<file path="src/rtl/nrs_conj_mult_buf.sv">
// NB-IoT NRS conjugate multiplier with a 4-entry product buffer.
// Registered read port feeds the downstream channel averaging stage.
module nrs_conj_mult_buf #(
  parameter int WIDTH_R_I = 16,
  parameter int NRS_MAG   = 1448,
  parameter int FRAC_BITS = 11,
  parameter int DEPTH     = 4
) (
  input  logic                        clk,
  input  logic                        rst,
  input  logic                        en,
  input  logic [1:0]                  wr_addr,
  input  logic [1:0]                  rd_addr,
  input  logic signed [WIDTH_R_I-1:0] rx_r,
  input  logic signed [WIDTH_R_I-1:0] rx_i,
  input  logic                        nrs_r,
  input  logic                        nrs_i,
  output logic signed [WIDTH_R_I-1:0] real_part,
  output logic signed [WIDTH_R_I-1:0] imag_part
);

  localparam int FW = 2 * WIDTH_R_I + 1;
  localparam int EW = FW - WIDTH_R_I;

  localparam logic signed [FW-1:0] MAG  = FW'(NRS_MAG);
  localparam logic signed [FW-1:0] MAXV =
    FW'(2 ** (WIDTH_R_I - 1) - 1);
  localparam logic signed [FW-1:0] MINV = -MAXV - 1;

  logic signed [FW-1:0] xr, xi;
  logic signed [FW-1:0] pr, pi;
  logic signed [FW-1:0] r_nr, i_ni, i_nr, r_ni;
  logic signed [FW-1:0] re_full, im_full;
  logic signed [FW-1:0] re_sh, im_sh;

  logic signed [WIDTH_R_I-1:0] re_d, im_d;
  logic signed [WIDTH_R_I-1:0] real_d, imag_d;
  logic signed [WIDTH_R_I-1:0] real_q, imag_q;

  logic signed [WIDTH_R_I-1:0] mem_re_q [DEPTH];
  logic signed [WIDTH_R_I-1:0] mem_im_q [DEPTH];

  function automatic logic signed [WIDTH_R_I-1:0] sat(
    input logic signed [FW-1:0] v
  );
    if (v > MAXV) return MAXV[WIDTH_R_I-1:0];
    if (v < MINV) return MINV[WIDTH_R_I-1:0];
    return v[WIDTH_R_I-1:0];
  endfunction

  assign xr = {{EW{rx_r[WIDTH_R_I-1]}}, rx_r};
  assign xi = {{EW{rx_i[WIDTH_R_I-1]}}, rx_i};

  // Magnitude is a constant; sign bits only select add or subtract.
  assign pr = xr * MAG;
  assign pi = xi * MAG;

  assign r_nr = nrs_r ? -pr : pr;
  assign i_ni = nrs_i ? -pi : pi;
  assign i_nr = nrs_r ? -pi : pi;
  assign r_ni = nrs_i ? -pr : pr;

  assign re_full = r_nr + i_ni;
  assign im_full = i_nr - r_ni;

  assign re_sh = re_full >>> FRAC_BITS;
  assign im_sh = im_full >>> FRAC_BITS;

  assign re_d = sat(re_sh);
  assign im_d = sat(im_sh);

  always_comb begin
    real_d = '0;
    imag_d = '0;
    if (en) begin
      real_d = mem_re_q[rd_addr];
      imag_d = mem_im_q[rd_addr];
    end
  end

  // Read sees pre-edge contents: no write-to-read bypass.
  always_ff @(posedge clk or negedge rst) begin
    if (!rst) begin
      for (int k = 0; k < DEPTH; k++) begin
        mem_re_q[k] <= '0;
        mem_im_q[k] <= '0;
      end
      real_q <= '0;
      imag_q <= '0;
    end else begin
      if (en) begin
        mem_re_q[wr_addr] <= re_d;
        mem_im_q[wr_addr] <= im_d;
      end
      real_q <= real_d;
      imag_q <= imag_d;
    end
  end

  assign real_part = real_q;
  assign imag_part = imag_q;

endmodule

</file>
<file path="config.mk">
export PLATFORM = sky130hd
export DESIGN_NAME = nrs_conj_mult_buf
export DESIGN_NICKNAME = d
export VERILOG_FILES = /design/src/rtl/nrs_conj_mult_buf.sv
export SDC_FILE = /design/constraint.sdc
export NUM_CORES = 1
export LEC_CHECK = 0
export ABC_CLOCK_PERIOD_IN_PS = 1180
export CELL_PAD_IN_SITES_DETAIL_PLACEMENT = 2
export CELL_PAD_IN_SITES_GLOBAL_PLACEMENT = 2
export CORE_UTILIZATION = 40
export CTS_CLUSTER_DIAMETER = 40
export DETAILED_ROUTE_END_ITERATION = 10
export GPL_ROUTABILITY_DRIVEN = 0
export HOLD_SLACK_MARGIN = 0.06
export PLACE_DENSITY_LB_ADDON = 0.1
export SYNTH_ARGS = -nofsm -noshare
export SYNTH_HDL_FRONTEND = slang
export SYNTH_SLANG_ARGS = --single-unit
</file>
<file path="constraint.sdc">
create_clock -name clk -period 1.18 [get_ports clk]
set_input_delay 0.236 -clock clk [delete_from_list [all_inputs] [get_ports clk]]
set_output_delay 0.236 -clock clk [all_outputs]
set_load 0.02 [all_outputs]
</file>
==> results of run 1 <==
-- kinds of logic after synthesis --
family / count (synthesis)
AOI/OAI and AO/OA: 455
DFF: 160
adders and majority gates: 289
buffers and inverters: 253
muxes: 48
xor gates and xnor gates: 160
and+or+nand+nor: 534
-- through the flow --
stage | instance area, um^2 | setup WS (ns) | std cells | TNS [ns] | hold slack, ns
3_3_place_gp | 23250 | -7.220 | 3019 | -918.69 | 0.1595
2_1_floorplan | 17950 | -6.370 | 1899 | -807.05 | -0.05959
==> run summary, run 1 <==
portion of the post-synthesis area used by sequential elements - 0.2309
Synth Area per Inst - 9.131 um^2
post-synthesis share of cell area spent on full adders, half adders and majority gates - 0.2440
most repeated cell in the gate-level netlist after synthesis - ha_1
DIE WIDTH - 210.2 um
error that ended the run - [ERROR DPL-0033] detailed placement checks failed during check placement.
number of port buffers - 72
post-synth cell types - 94
netlist area before placement - 17,340 um^2
status - aborted with a tool error
dominant cells by area after synthesis - dfrtp_1 (23%), ha_1 (15%), fa_1 (9.5%), xnor2_1 (4.8%), a21oi_1 (4.8%)
starting utilization of the core area - 0.4097
half-perimeter wire length after placement - 65,770 um
commonest register cell after synthesis - dfrtp_1
post-synthesis register bit count - 160
Mapped Nets - 2,229
ports placed on the boundary - 73
stage where the flow stopped - detailed placement (3_5_place_dp)
number of standard-cell rows in the floorplan - 75
simple-gate share of the synthesized area - 0.1577
Synth top cells by count - ha_1 (207), inv_1 (178), a21oi_1 (166)
Yosys Warn Count - 0
Synth Area in Compound Gates - 0.1722
async set-or-reset flop fraction in the synthesized netlist - 1.000
post-synthesis share of cell area spent on xor and xnor gates - 0.08204
number of flops mapped to enable cells by yosys - 0
combinational family with the most area after synthesis - adder cells
die height - 210.2 um
Yosys top cell by area - dfrtp_1
multiplexer share of the synthesized area - 0.05238
Mapped Cells - 1,899
proportion of netlist area held by the largest area contributor - 0.2309
==> run 2: changes to the inputs <==
==> config.mk (replaced) <==
export PLATFORM = sky130hd
export DESIGN_NAME = nrs_conj_mult_buf
export DESIGN_NICKNAME = d
export VERILOG_FILES = /design/src/rtl/nrs_conj_mult_buf.sv
export SDC_FILE = /design/constraint.sdc
export NUM_CORES = 1
export LEC_CHECK = 0
export ABC_CLOCK_PERIOD_IN_PS = 1180
export CORE_UTILIZATION = 39
export DETAILED_ROUTE_END_ITERATION = 10
export GPL_ROUTABILITY_DRIVEN = 0
export PLACE_DENSITY_LB_ADDON = 0.15
export SYNTH_ARGS = -nofsm -noshare
export SYNTH_HDL_FRONTEND = slang
export SYNTH_SLANG_ARGS = --single-unit
==> run summary, run 2 <==
status - complete, but fails checks
violations in the final reports - setup timing
Reg2Reg Capture Point - imag_part[0]$_DFF_PN0_
routed len/inst - 15.80 um
end point of the critical path - mem_re_q[57]$_DFFE_PN0P_
Num CTS Buffers - 17
Hold WC Path Type - in2async
Yosys top cell by area - dfrtp_1
post-route non-filler standard cell count - 3,075
final number of setup-violating endpoints - 129
Yosys Warn Count - 0
ports placed on the boundary - 73
Mapped Cells - 1,899
Mapped Nets - 2,229
DRC - 0
CTS tree - done
ANT cells - 0
Setup Total Neg Slack - -790.63 ns
total global routing overflow - 0
slew of the pin with the lowest slew margin - 0.7174 ns
async set-or-reset flop fraction in the synthesized netlist - 1.000
maximum buffer depth of the clock tree - 2
Tcrit/Tclk final - 6.305
number of clock sinks seen by CTS - 160
crit path capture type - flip-flop
minimum setup slack among reg-to-reg paths - 0.04 ns
routed via count - 15,860
Worst Reg2Reg Path Length in Cells - 2
via count of the first global-routing pass - 16,630
post-route cell area - 25,290 um^2
number of antenna violations at the first check in global routing - 1
layout cell share with drive strength beyond 1 - 0.3855
Reg-to-Reg Start - mem_im_q[16]$_DFFE_PN0P_
Critical Setup Path Class - in2reg
clock network latency to the later pin of the worst-skew pair - 0.43 ns
setup repair after global routing missed its margin - true
pin count of the biggest net entering global routing - 45
slowest cell on the critical path - or4_4
maximum cell stage delay along the critical path - 0.64 ns
hold violation total from the final report - 0
Synth top cells by count - ha_1 (207), inv_1 (178), a21oi_1 (166)
Highest Clock Rate - 134.4 MHz
portion of the post-synthesis area used by sequential elements - 0.2309
half-perimeter wire length after placement - 38,520 um
top library cells by usage in the layout, fill and taps aside - buf_4 (517), ha_1 (182), inv_1 (166)
post-CTS clock slew at the launch and capture registers of the worst setup and hold paths - 0.06 ns
dominant cells by area after synthesis - dfrtp_1 (23%), ha_1 (15%), fa_1 (9.5%), xnor2_1 (4.8%), a21oi_1 (4.8%)
post-detailed-placement cell area - 22,950 um^2
crit path time final - 7.440 ns
area enclosed by the die boundary - 45,310 um^2
clk root buf - clkbuf_16
number of port buffers - 72
reported max-cap violation count - 0
number of flops mapped to enable cells by yosys - 0
source of the critical timing path - rx_r[10]
netlist area before placement - 17,340 um^2
post-synthesis register bit count - 160
number of max-slew violations in the final report - 0
Slew headroom - 0.5176
proportion of netlist area held by the largest area contributor - 0.2309
Layout area overhead - 45.86%
first-pass GRT wire length - 80,780 um
Synth Area per Inst - 9.131 um^2
PnR worst setup slack - -6.260 ns
required time of the critical path - 1.49 ns
Setup Skew - 0.005360 ns
mean number of vias per cell - 5.157
registers with the most flip-flops - mem_im_q (64), mem_re_q (64)
DIE WIDTH - 212.9 um
die height - 212.9 um
final wirelength - 48,570 um
post-synth cell types - 94
most repeated cell in the gate-level netlist after synthesis - ha_1
CTS H-tree lvls - 4
placed insts - 2,997
number of nets at the end of the flow - 2,807
residual antenna-violating net count after detailed routing - 0
Worst setup SP type - input pin
commonest non-fill, non-tap cell in the layout - buf_4
starting utilization of the core area - 0.3990
largest fanout on the critical path - 7
number of standard-cell rows in the floorplan - 76
DRC violation total after the first TritonRoute iteration - 865
detailed-router iteration count before antenna repair - 4
signal arrival time at the worst endpoint - 7.75 ns
GRT Overall Usage - 0.2204
Floorplan Core Area - 43,460 um^2
commonest register cell after synthesis - dfrtp_1
worst hold slack - 0.2518 ns
==> run 2: kinds of logic (layout without fill, tap and decap cells) <==
logic type | Yosys count | after routing | synth area share
xor+xnor | 160 | 160 | 0.08204
compound gates | 455 | 455 | 0.1722
fa+ha+maj | 289 | 289 | 0.2440
flops | 160 | 160 | 0.2309
simple gates | 534 | 535 | 0.1577
mux | 48 | 48 | 0.05238
buf+inv | 253 | 843 | 0.06068
==> run 2: layout make-up <==
| type | count | area [um^2] |
|---|---|---|
| clock buffers | 20 | 466.7 |
| fillers | 3866 | 18160 |
| flip-flops and latches | 160 | 4004 |
| repair buffers | 633 | 5365 |
| well taps | 585 | 732.0 |
| clock inverters | 12 | 181.4 |
| inverters | 178 | 668.1 |
| multi-input cells | 1487 | 13880 |
==> run 2: stage by stage <==
| stage | setup slack, ns | util |
|---|---|---|
| 2_1_floorplan | -6.370 | - |
| 3_3_place_gp | -7.267 | 0.5281 |
| 3_5_place_dp | -7.432 | 0.5281 |
| 4_1_cts | -6.162 | 0.5696 |
| 5_1_grt | -6.525 | 0.5820 |
| 6_report | -6.260 | 0.5820 |
==> run 2: worst min-delay path by stage <==
stage                     startpoint                        to  slack, ns  cells past startpoint
after floorplan                  rst    imag_part[0]$_DFF_PN0_      -0.06                      0
after global placement           rst  mem_im_q[41]$_DFFE_PN0P_       0.13                      1
after detailed placement         rst   mem_im_q[9]$_DFFE_PN0P_       0.13                      1
after CTS                        rst  mem_im_q[59]$_DFFE_PN0P_       0.25                      2
after global routing             rst  mem_im_q[11]$_DFFE_PN0P_       0.26                      2
final                            rst  mem_im_q[25]$_DFFE_PN0P_       0.25                      2
==> run 2: critical path, delay by kind of cell <==
kind / cells / cell delay (ns)
buffers and inverters: 7 / 0.61
and+or+nand+nor: 8 / 2.60
xor gates and xnor gates: 2 / 0.26
adders and majority gates: 6 / 2.10
AOI/OAI and AO/OA: 9 / 1.92
==> run 2: layer usage <==
layer	routed length, um	up-vias	GRT usage
li1	-	7810	-
met1	21450	7753	0.2807
met2	25230	238	0.4012
met3	1076	58	0.01794
met4	821	0	0.05135
met5	0	-	0
==> run 2: repair_timing <==
action                     in CTS  in global routing
buffers inserted               28                 14
gates resized for setup       405                109
hold endpoints to repair       92                  0
cloned                          6                  1
setup endpoints to repair     165                160
pin swaps                      86                 86
hold buffers                    1                  0
Power of run 2 is not shown: default switching activity piles up to over one toggle a cycle in this logic, so the estimate is an artifact.
